## src/rtl/pe.sv

```systemverilog
// Processing element for a weight-stationary systolic array.
// Double-buffered weights: a shadow register collects the next weight while
// the active register feeds the MAC. A switch copies shadow into active, and
// the copy takes effect for the following cycle's MAC.
// All arithmetic is signed Q8.8. The product and the accumulate both saturate.
// Every output comes straight from a flop, so no input reaches an output
// through logic alone.
module pe (
   input  logic        clk,
   input  logic        rst,
   input  logic        pe_valid_in,
   input  logic        pe_accept_w_in,
   input  logic [15:0] pe_input_in,
   input  logic [15:0] pe_weight_in,
   input  logic [15:0] pe_psum_in,
   input  logic        pe_switch_in,
   output logic        pe_valid_out,
   output logic [15:0] pe_input_out,
   output logic [15:0] pe_weight_out,
   output logic [15:0] pe_psum_out
);

   localparam logic [15:0] SAT_MAX = 16'h7FFF;
   localparam logic [15:0] SAT_MIN = 16'h8000;

   logic [15:0]        weight_shadow;
   logic [15:0]        weight_active;

   logic signed [31:0] prod_full;
   logic signed [23:0] prod_shift;
   logic [15:0]        prod_sat;
   logic signed [16:0] sum_wide;
   logic [15:0]        sum_sat;

   // MAC datapath. It uses the pre-edge active weight, so a switch in the
   // same cycle does not affect this cycle's result.
   always_comb begin
      prod_full  = $signed(pe_input_in) * $signed(weight_active);
      // Dropping the low 8 bits of a signed value is an arithmetic shift
      // right by 8, which rounds towards minus infinity.
      prod_shift = prod_full[31:8];

      // Q16.8 -> Q8.8: clamp when the upper bits are not a sign extension
      // of bit 15.
      if (!prod_shift[23] && (|prod_shift[22:15])) begin
         prod_sat = SAT_MAX;
      end else if (prod_shift[23] && !(&prod_shift[22:15])) begin
         prod_sat = SAT_MIN;
      end else begin
         prod_sat = prod_shift[15:0];
      end

      // 17-bit sum cannot wrap; clamp on disagreement of the top two bits.
      sum_wide = $signed({pe_psum_in[15], pe_psum_in}) + $signed({prod_sat[15], prod_sat});
      if (sum_wide[16] != sum_wide[15]) begin
         sum_sat = sum_wide[16] ? SAT_MIN : SAT_MAX;
      end else begin
         sum_sat = sum_wide[15:0];
      end
   end

   // Weight double buffer. The active register always copies the old shadow
   // value, even when a new weight arrives in the same cycle.
   always_ff @(posedge clk or negedge rst) begin
      if (!rst) begin
         weight_shadow <= '0;
         weight_active <= '0;
      end else begin
         if (pe_accept_w_in) begin
            weight_shadow <= pe_weight_in;
         end
         if (pe_switch_in) begin
            weight_active <= weight_shadow;
         end
      end
   end

   // Weight forwarding to the neighbour. The forwarded weight is zero
   // whenever no weight is being accepted.
   always_ff @(posedge clk or negedge rst) begin
      if (!rst) begin
         pe_weight_out <= '0;
      end else begin
         pe_weight_out <= pe_accept_w_in ? pe_weight_in : 16'h0000;
      end
   end

   // Valid pipeline, one cycle of latency.
   always_ff @(posedge clk or negedge rst) begin
      if (!rst) begin
         pe_valid_out <= 1'b0;
      end else begin
         pe_valid_out <= pe_valid_in;
      end
   end

   // Activation forward and partial-sum result. Both are zero when the
   // input is invalid.
   always_ff @(posedge clk or negedge rst) begin
      if (!rst) begin
         pe_input_out <= '0;
         pe_psum_out  <= '0;
      end else if (pe_valid_in) begin
         pe_input_out <= pe_input_in;
         pe_psum_out  <= sum_sat;
      end else begin
         pe_input_out <= '0;
         pe_psum_out  <= '0;
      end
   end

endmodule

```

## config.mk

```make
export PLATFORM = sky130hd
export DESIGN_NAME = pe
export DESIGN_NICKNAME = d
export VERILOG_FILES = /design/src/rtl/pe.sv
export SDC_FILE = /design/constraint.sdc
export NUM_CORES = 1
export LEC_CHECK = 0
export ABC_AREA = 1
export BUFFER_PORTS_ARGS = -buffer_cell sky130_fd_sc_hd__buf_2
export CORE_ASPECT_RATIO = 1.2
export CORE_MARGIN = 3
export CORE_UTILIZATION = 58
export CTS_CLUSTER_SIZE = 16
export DETAILED_ROUTE_END_ITERATION = 10
export GPL_ROUTABILITY_DRIVEN = 1
export GPL_TIMING_DRIVEN = 0
export PLACE_DENSITY = 0.8
export SKIP_CTS_REPAIR_TIMING = 1
export SLEW_MARGIN = 20
export SYNTH_ARGS = -nofsm -noshare
export SYNTH_HDL_FRONTEND = slang
export SYNTH_SLANG_ARGS = --single-unit
```

## constraint.sdc

```tcl
create_clock -name clk -period 7.2 [get_ports clk]
set_input_delay 1.44 -clock clk [delete_from_list [all_inputs] [get_ports clk]]
set_output_delay 1.44 -clock clk [all_outputs]
set_load 0.01 [all_outputs]
```

# Word level (Yosys, flattened, before mapping)
# Index checks and enable logic that the tools add are counted.
[classes]
n_lt_le_gt_ge = 0
mul = 1
eq_ne = 1
div_mod_pow = 0
shifts = 0
bitwise_logic = 0
mux = 7
n_reduce_logical = 6
add_sub_neg = 1
[op_table]
columns = ["op", "n"]
rows = [
  ["16-bit two-way mux", 7],
  ["16-bit by 16-bit multiplier with 32-bit output", 1],
  ["16-bit by 16-bit adder with 17-bit output", 1],
  ["8-bit AND reduction", 1],
  ["8-bit OR reduction", 1],
  ["1-bit logical AND", 2],
  ["1-bit logical NOT", 2],
  ["1-bit inequality test", 1],
]
[word_totals]
mem_count = 0
latch_bits = 0
mem_bits_rw = 0
wordCells = 22
inputBits = 53
output_inout_bits = 49
romBits = 0
regBits = 81

# Logic depth before layout (Yosys ltp)
# Gate-level depths: netlist (run 1).
[depth]
ltp_word = 10
ltp_mapped = 48
ltp_nobuf = 45

# Least setup slack after synthesis (run 1)
# No wires, ideal clock.
[synth_timing]
path_kind = "input to register"
start = "input pe_input_in[15]"
end = "register pe_psum_out[10]"
setup_ns = 0.113
n_path_buf = 3
setup_slack_ns = -1.663
arrival_ns = 8.750
cell_stages = 44
t_required_ns = 7.087
cell_sequence = "clkbuf_1 -> clkbuf_1 -> nand2_1 -> inv_1 -> fa_1 -> inv_1 -> fa_1 -> inv_1 -> fa_1 -> fa_1 -> fa_1 -> inv_1 -> fa_1 -> inv_1 -> ha_1 -> nand2_2 -> inv_1 -> a21oi_1 -> [... 8 more ...] -> nand2_1 -> nand2_1 -> ha_1 -> inv_1 -> fa_1 -> o21ai_1 -> nand2_1 -> nand2_1 -> nand3_1 -> nand3_1 -> o21ai_1 -> nand2_1 -> inv_1 -> nor2_2 -> buf_4 -> nand2_1 -> nand2_1 -> inv_1"
[synth_via]
elab_chain_cells = 10
elab_cells_between_ends = 14
cone_classes = "add/sub (1); mul (1); eq/ne (1); mux (5); reduce/logical (6)"
[synth_lines]
columns = ["item", "line", "text"]
rows = [
  ["from (decl)", "13", "input logic [15:0] pe_input_in,"],
  ["16-bit by 16-bit multiplier with 32-bit output *", "38", "prod_full = $signed(pe_input_in) * $signed(weight_active);"],
  ["8-bit AND reduction", "47", "end else if (prod_shift[23] && !(&prod_shift[22:15])) begin"],
  ["1-bit logical NOT", "47", ""],
  ["1-bit logical AND", "47", ""],
  ["16-bit two-way mux", "47", ""],
  ["16-bit two-way mux *", "45", "if (!prod_shift[23] && (|prod_shift[22:15])) begin"],
  ["16-bit by 16-bit adder with 17-bit output *", "54", "sum_wide = $signed({pe_psum_in[15], pe_psum_in}) + $signed({prod_sat[15], prod_sat});"],
  ["16-bit two-way mux / 1-bit inequality test (equally long branches)", "56, 55", ""],
  ["16-bit two-way mux *", "55", "if (sum_wide[16] != sum_wide[15]) begin"],
  ["16-bit two-way mux *", "103", "end else if (pe_valid_in) begin"],
  ["to (signal assigned)", "105", "pe_psum_out <= sum_sat;"],
  ["to (decl)", "20", "output logic [15:0] pe_psum_out"],
]
# Mark *: on every way between the ends. The rest lies on a longest branch, timed or not.
# A chain may end at the register's enable or synchronous reset.

# Worst setup path in the final report (run 1)
[layout_timing]
start = "input pe_input_in[15]"
end = "register pe_psum_out[6]"
# Same word-level chain as after synthesis.

==> impl_metrics.csv, run 1 <==
group,metric,value,unit
synthesis,ys_seq_elements,81,
floorplan,pin_count,102,
cts,clk_pin_slew,0.07,ns
timing,drv_slew,0,
detailed_routing,drt-pass1-iter-count,5,
setup_path,path_buf_inv,12,
floorplan,die_x,151,um
setup_path,cpPeakStageDelay,0.63,ns
cts,cts_buffer_depth,2,
hold_path,hold_path_class,"flip-flop to flip-flop",
cts,cts_buffers,9,
grt,overflow,0,
detailed_routing,post_drt_wl_per_cell,15.9,um
timing,hold_violations,0,
detailed_routing,drt_iter0_drc,730,
setup_path,reg2reg_slack,-1.29,ns
grt,gr-usage-all-layers,0.280,
timing,fin_crit,8.72,ns
finish,insertedDiodeCount,0,
timing,grt_setup_unrepaired,"true",
cts,cts_root_buffer,"clkbuf_16",
timing,fin_skew,0.0108,ns
synthesis,synth_top_area_share,0.359,
finish,final_util,0.681,
synthesis,synth_nets,2315,
detailed_routing,drt_wl_total,37400,um
synthesis,synth_area_leaders,"fa_1, inv_1, dfrtp_1, nand2_1, ha_1",
timing,fmax,115,MHz
synthesis,yosys_warnings,0,
synthesis,yosys.area.top_type,"fa_1",
grt,grt_antenna_before_repair,0,
setup_path,end_kind,"flip-flop",
detailed_routing,drtAntennaViolNets,0,
setup_path,crit_family,"adder cells",
grt,grt_max_degree,55,
timing,period_share,1.21,
outcome,violations,"negative setup slack",
finish,fin_area,16900,um2
place,place_congestion,0.943,
cts,clk_latency,0.35,ns
setup_path,cpMaxStageDelayCell,"fa_2",
detailed_routing,vias,12000,
synthesis,ys_seq_area_frac,0.139,
synthesis,ys_types,42,
setup_path,cp.arrival,8.97,ns
place,place_area,15700,um2
finish,fin_nets,2438,
grt,grt_pass1_vias,12600,
floorplan,initial_utilization,0.590,
detailed_routing,drc,0,
floorplan,fp-row-count,63,
timing,finalSetupViolations,16,
setup_path,cp.required,7.45,ns
detailed_routing,viasPerCell,5.10,
timing,fin_hold_ws,0.512,ns
timing,tightest_slew,0.625,ns
setup_path,cpMostUsedCell,"nand2_2",
outcome,outcome,"complete, but fails checks",
floorplan,die_h,180,um
grt,grt_pass1_wl,60300,um
synthesis,syn-cell-area,14600,um2
run,drv_cap,0,
setup_path,critPathKind,"input pin to flip-flop",
floorplan,core,24800,um2
place,placement.io_buffers,85,
synthesis,synthCells,1904,
cts,cts_tree,"done",
finish,drive_above_1_share,0.165,
cts,htreeDepth,3,
cts,cts.sinks,81,
floorplan,die-area,27100,um2
timing,fin_ws,-1.52,ns
setup_path,start_kind,"input pin",
place,hpwl,30800,um
synthesis,avgSynthCellArea,7.67,um2
timing,slew_headroom,0.583,
setup_path,crit_fanout,7,
finish,syn_to_final_growth,15.4,%
registers in the layout, summed over array words and instances, names as in the netlist:
signal and cells:
weight_shadow 16, pe_input_out 16, weight_active 16, pe_valid_out 1
pe_psum_out 16, pe_weight_out 16
area by class of cell:
cell class              instances  area [um2]
plain buffers                  75         513
repair buffers                112         688
fillers                      1932        7890
inverters                     573        2160
well taps                     325         407
clock buffers                   9         225
flip-flops and latches         81        2030
clock inverters                 7        82.6
multi-input cells            1175       10800
cells in the mapped netlist (all sizes together):
| cell | number |
|---|---|
| buf | 9 |
| nor4 | 1 |
| nor3 | 5 |
| or2 | 6 |
| a21boi | 1 |
| a21o | 1 |
| xor2 | 23 |
| o211ai | 2 |
| nand3 | 28 |
| nor2 | 82 |
| clkbuf | 66 |
| nand2 | 547 |
| a21oi | 59 |
| o31ai | 2 |
| nand4 | 6 |
| o21a | 1 |
| o21bai | 3 |
| and3 | 2 |
| ha | 96 |
| a31oi | 1 |
| dfrtp | 81 |
| o21ai | 32 |
| fa | 262 |
| inv | 573 |
| xnor2 | 15 |
per-stage QoR:
step	setup TNS (ns)	setup WS, ns	instances
2_1_floorplan	-15.79	-1.04	1904
3_5_place_dp	-37.33	-2.41	2315
5_1_grt	-27.71	-1.81	2357
3_3_place_gp	-35.88	-2.32	2314
6_report	-23.13	-1.52	2357
4_1_cts	-31.72	-2.05	2331
path summary, 6_finish.rpt:
check | start | to | cells after the start
max | pe_input_in[15] | pe_psum_out[6] | 44
min | weight_shadow[15] | weight_active[15] | 2
max reg2reg | weight_active[6] | pe_psum_out[6] | 42
min reg2reg | weight_shadow[15] | weight_active[15] | 2
max in group asynchronous | rst | pe_psum_out[2] | 2
min in group asynchronous | rst | pe_input_out[6] | 1
layer usage:
layer / GRT usage / wire length [um] / vias to the layer above
met2: 0.491 / 19200 / 457
met5: 0 / 0 / -
met3: 0.0401 / 2440 / 133
met1: 0.333 / 13700 / 5831
li1: - / - / 5597
met4: 0.140 / 2070 / 0
cell families after synthesis:
kind of cell / share of synthesized area
and+or+nand+nor: 0.189
buffers and inverters: 0.169
adders and majority gates: 0.441
AOI/OAI and AO/OA: 0.0389
DFF: 0.139
xor gates and xnor gates: 0.0228
worst reg2reg max path, delay by kind of cell, from the launching register on:
family	cells	cell delay [ns]
adder cells (fa/ha/maj)	8	3.89
AND/OR/NAND/NOR	21	2.00
buffers and inverters	10	1.73
flip-flops	1	0.34
XOR/XNOR	1	0.23
AO/OA/AOI/OAI	2	0.19
cell usage in the layout (no fill, tap or decap), types with 4 or more instances in the layout:
| master | Yosys | layout |
|---|---|---|
| nor3_2 | 0 | 4 |
| nand4_1 | 6 | 6 |
| nor2_1 | 71 | 57 |
| buf_4 | 3 | 26 |
| nand2_4 | 4 | 11 |
| fa_2 | 0 | 7 |
| clkbuf_4 | 0 | 10 |
| nor2_4 | 2 | 10 |
| a21oi_4 | 1 | 4 |
| xnor2_1 | 15 | 15 |
| fa_1 | 262 | 255 |
| nand2_2 | 21 | 43 |
| buf_8 | 1 | 4 |
| buf_2 | 2 | 87 |
| clkbuf_1 | 66 | 36 |
| clkbuf_16 | 0 | 10 |
| xor2_1 | 23 | 22 |
| nor2_2 | 9 | 15 |
| dfrtp_1 | 81 | 81 |
| inv_1 | 570 | 555 |
| or2_2 | 5 | 5 |
| nand3_2 | 2 | 7 |
| inv_2 | 2 | 15 |
| o21ai_0 | 29 | 25 |
| ha_4 | 0 | 21 |
| nand3_1 | 26 | 21 |
| nand2_1 | 522 | 492 |
| ha_1 | 96 | 72 |
| a21oi_2 | 3 | 12 |
| buf_6 | 2 | 15 |
| a21oi_1 | 55 | 43 |
Power of run 1 is left out: the tool's default activity adds up to more than one toggle a clock period on the data nets, which glitch-free logic cannot reach.
==> run 2: changes to the inputs <==
--- a/config.mk
+++ b/config.mk
@@ -6,7 +6,7 @@
 export NUM_CORES = 1
 export LEC_CHECK = 0
 export ABC_AREA = 1
-export BUFFER_PORTS_ARGS = -buffer_cell sky130_fd_sc_hd__buf_2
+export BUFFER_PORTS_ARGS = -buffer_cell sky130_fd_sc_hd__buf_4
 export CORE_ASPECT_RATIO = 1.2
 export CORE_MARGIN = 3
 export CORE_UTILIZATION = 58
==> run 2 against run 1 <==
The run still ends with negative setup slack left. Critical path depth is 2 lower. Fmax is 1.5% lower. Non-clock buffer count rose by 6.
==> impl_metrics.csv, run 2 (same netlist as run 1, synthesis figures left out) <==
group,metric,value,unit
outcome,outcome,"complete, but fails checks",
outcome,violations,"negative setup slack",
cts,clk_pin_slew,0.07,ns
cts,clk_latency,0.35,ns
setup_path,cp-endpoint,"pe_psum_out[14]",
setup_path,cp.arrival,9.10,ns
grt,grt_pass1_vias,12500,
grt,grt_max_degree,82,
timing,finalSetupViolations,16,
timing,period_share,1.23,
detailed_routing,drt_wl_total,37800,um
finish,insertedDiodeCount,0,
setup_path,r2r-start,"weight_active[7]",
detailed_routing,post_drt_wl_per_cell,16.0,um
setup_path,critPathKind,"input pin to flip-flop",
place,hpwl,30800,um
finish,multi_input_area,10600,um2
cts,cts.sinks,81,
detailed_routing,drt_iter0_drc,804,
setup_path,cpPeakStageDelay,0.64,ns
grt,grt_pass1_wl,60100,um
timing,hold_violations,0,
floorplan,fp-row-count,63,
floorplan,die_x,151,um
setup_path,reg2reg_slack,-1.55,ns
setup_path,r2r.worst_path.cells,42,
finish,fillers,1910,
finish,fin_nets,2444,
place,placement.io_buffers,85,
place,placed_cells,2314,
timing,fin_ws,-1.66,ns
detailed_routing,drc,0,
timing,fin_skew,0.00954,ns
run,drv_cap,0,
floorplan,die-area,27100,um2
timing,fmax,113,MHz
timing,slew_headroom,0.553,
detailed_routing,drt-pass1-iter-count,5,
grt,gr-usage-all-layers,0.281,
detailed_routing,viasPerCell,5.14,
floorplan,core,24800,um2
setup_path,cp.required,7.45,ns
floorplan,pin_count,102,
floorplan,initial_utilization,0.590,
setup_path,cpMaxStageDelayCell,"fa_2",
place,place_congestion,0.937,
setup_path,start_kind,"input pin",
cts,cts_tree,"done",
grt,grt_antenna_before_repair,0,
hold_path,hold_path_class,"flip-flop to flip-flop",
cts,cts_buffer_depth,2,
detailed_routing,drtAntennaViolNets,0,
setup_path,end_kind,"flip-flop",
finish,final_common_cell,"inv_1",
finish,ff_latch_area,2030,um2
timing,drv_slew,0,
detailed_routing,vias,12200,
finish,syn_to_final_growth,15.7,%
setup_path,timing.rr.end,"pe_psum_out[14]",
cts,htreeDepth,3,
timing,setup_tns,-25.39,ns
timing,fin_crit,8.86,ns
timing,tightest_slew,0.670,ns
setup_path,crit_fanout,7,
floorplan,die_h,180,um
cts,cts_buffers,9,
setup_path,cpMostUsedCell,"nand2_1",
finish,fin_cells,2363,
setup_path,crit_start,"pe_input_in[15]",
finish,drive_above_1_share,0.156,
finish,final_cell_mix,"inv_1, nand2_1, fa_1",
grt,overflow,0,
timing,grt_setup_unrepaired,"true",
cts,cts_root_buffer,"clkbuf_16",
-- run 2: cell types whose count changed in the layout (fill, tap and decap cells not counted), moves of 4 or more --
cell / change
buf_4: +92
buf_2: -84
nand2_1: +9
ha_4: -8
ha_1: +7
nand2_2: -7
clkbuf_2: +4
nor2_1: +4
-- run 2: through the flow --
step / setup slack, ns / hold slack [ns] / cell area [um2] / util
floorplan: -1.04 / 0.450 / 14800 / -
global placement: -2.31 / 0.473 / 15900 / 0.642
detailed placement: -2.35 / 0.490 / 15900 / 0.642
CTS: -2.05 / 0.508 / 16200 / 0.654
global route: -1.99 / 0.543 / 16900 / 0.683
finish: -1.66 / 0.506 / 16900 / 0.683
-- run 2: worst min path at each step --
stage	start	endpoint	slack, ns	depth (start not counted)
after floorplan	weight_shadow[0]	weight_active[0]	0.45	2
after global placement	weight_shadow[0]	weight_active[0]	0.47	2
after detailed placement	weight_shadow[15]	weight_active[15]	0.49	2
after CTS	weight_shadow[0]	weight_active[0]	0.51	2
after global routing	weight_shadow[14]	weight_active[14]	0.54	2
final	weight_shadow[15]	weight_active[15]	0.51	2
-- run 2: cell type report --
cell class / instances / area share
Inverter: 573 / 0.128
Buffer: 75 / 0.0287
Tap cell: 325 / 0.0241
Clock buffer: 10 / 0.0141
Clock inverter: 6 / 0.00355
Multi-Input combinational cell: 1175 / 0.626
Sequential cell: 81 / 0.120
Timing Repair Buffer: 118 / 0.0553
-- run 2: worst max-delay path, delay by kind of cell --
kind,cells,cell delay [ns]
fa+ha+maj,8,3.94
simple gates,18,1.77
buf+inv,12,1.11
xor+xnor,1,0.24
compound gates,3,0.60
-- run 2: routing by layer --
metal / vias to the layer above / share of wire / GRT usage / routed length, um
met5: - / 0 / 0 / 0
met4: 0 / 0.048 / 0.128 / 1820
met3: 127 / 0.061 / 0.0315 / 2300
met2: 450 / 0.52 / 0.491 / 19600
met1: 5954 / 0.37 / 0.346 / 14100
li1: 5619 / - / - / -
Power of run 2 is left out for the same reason.
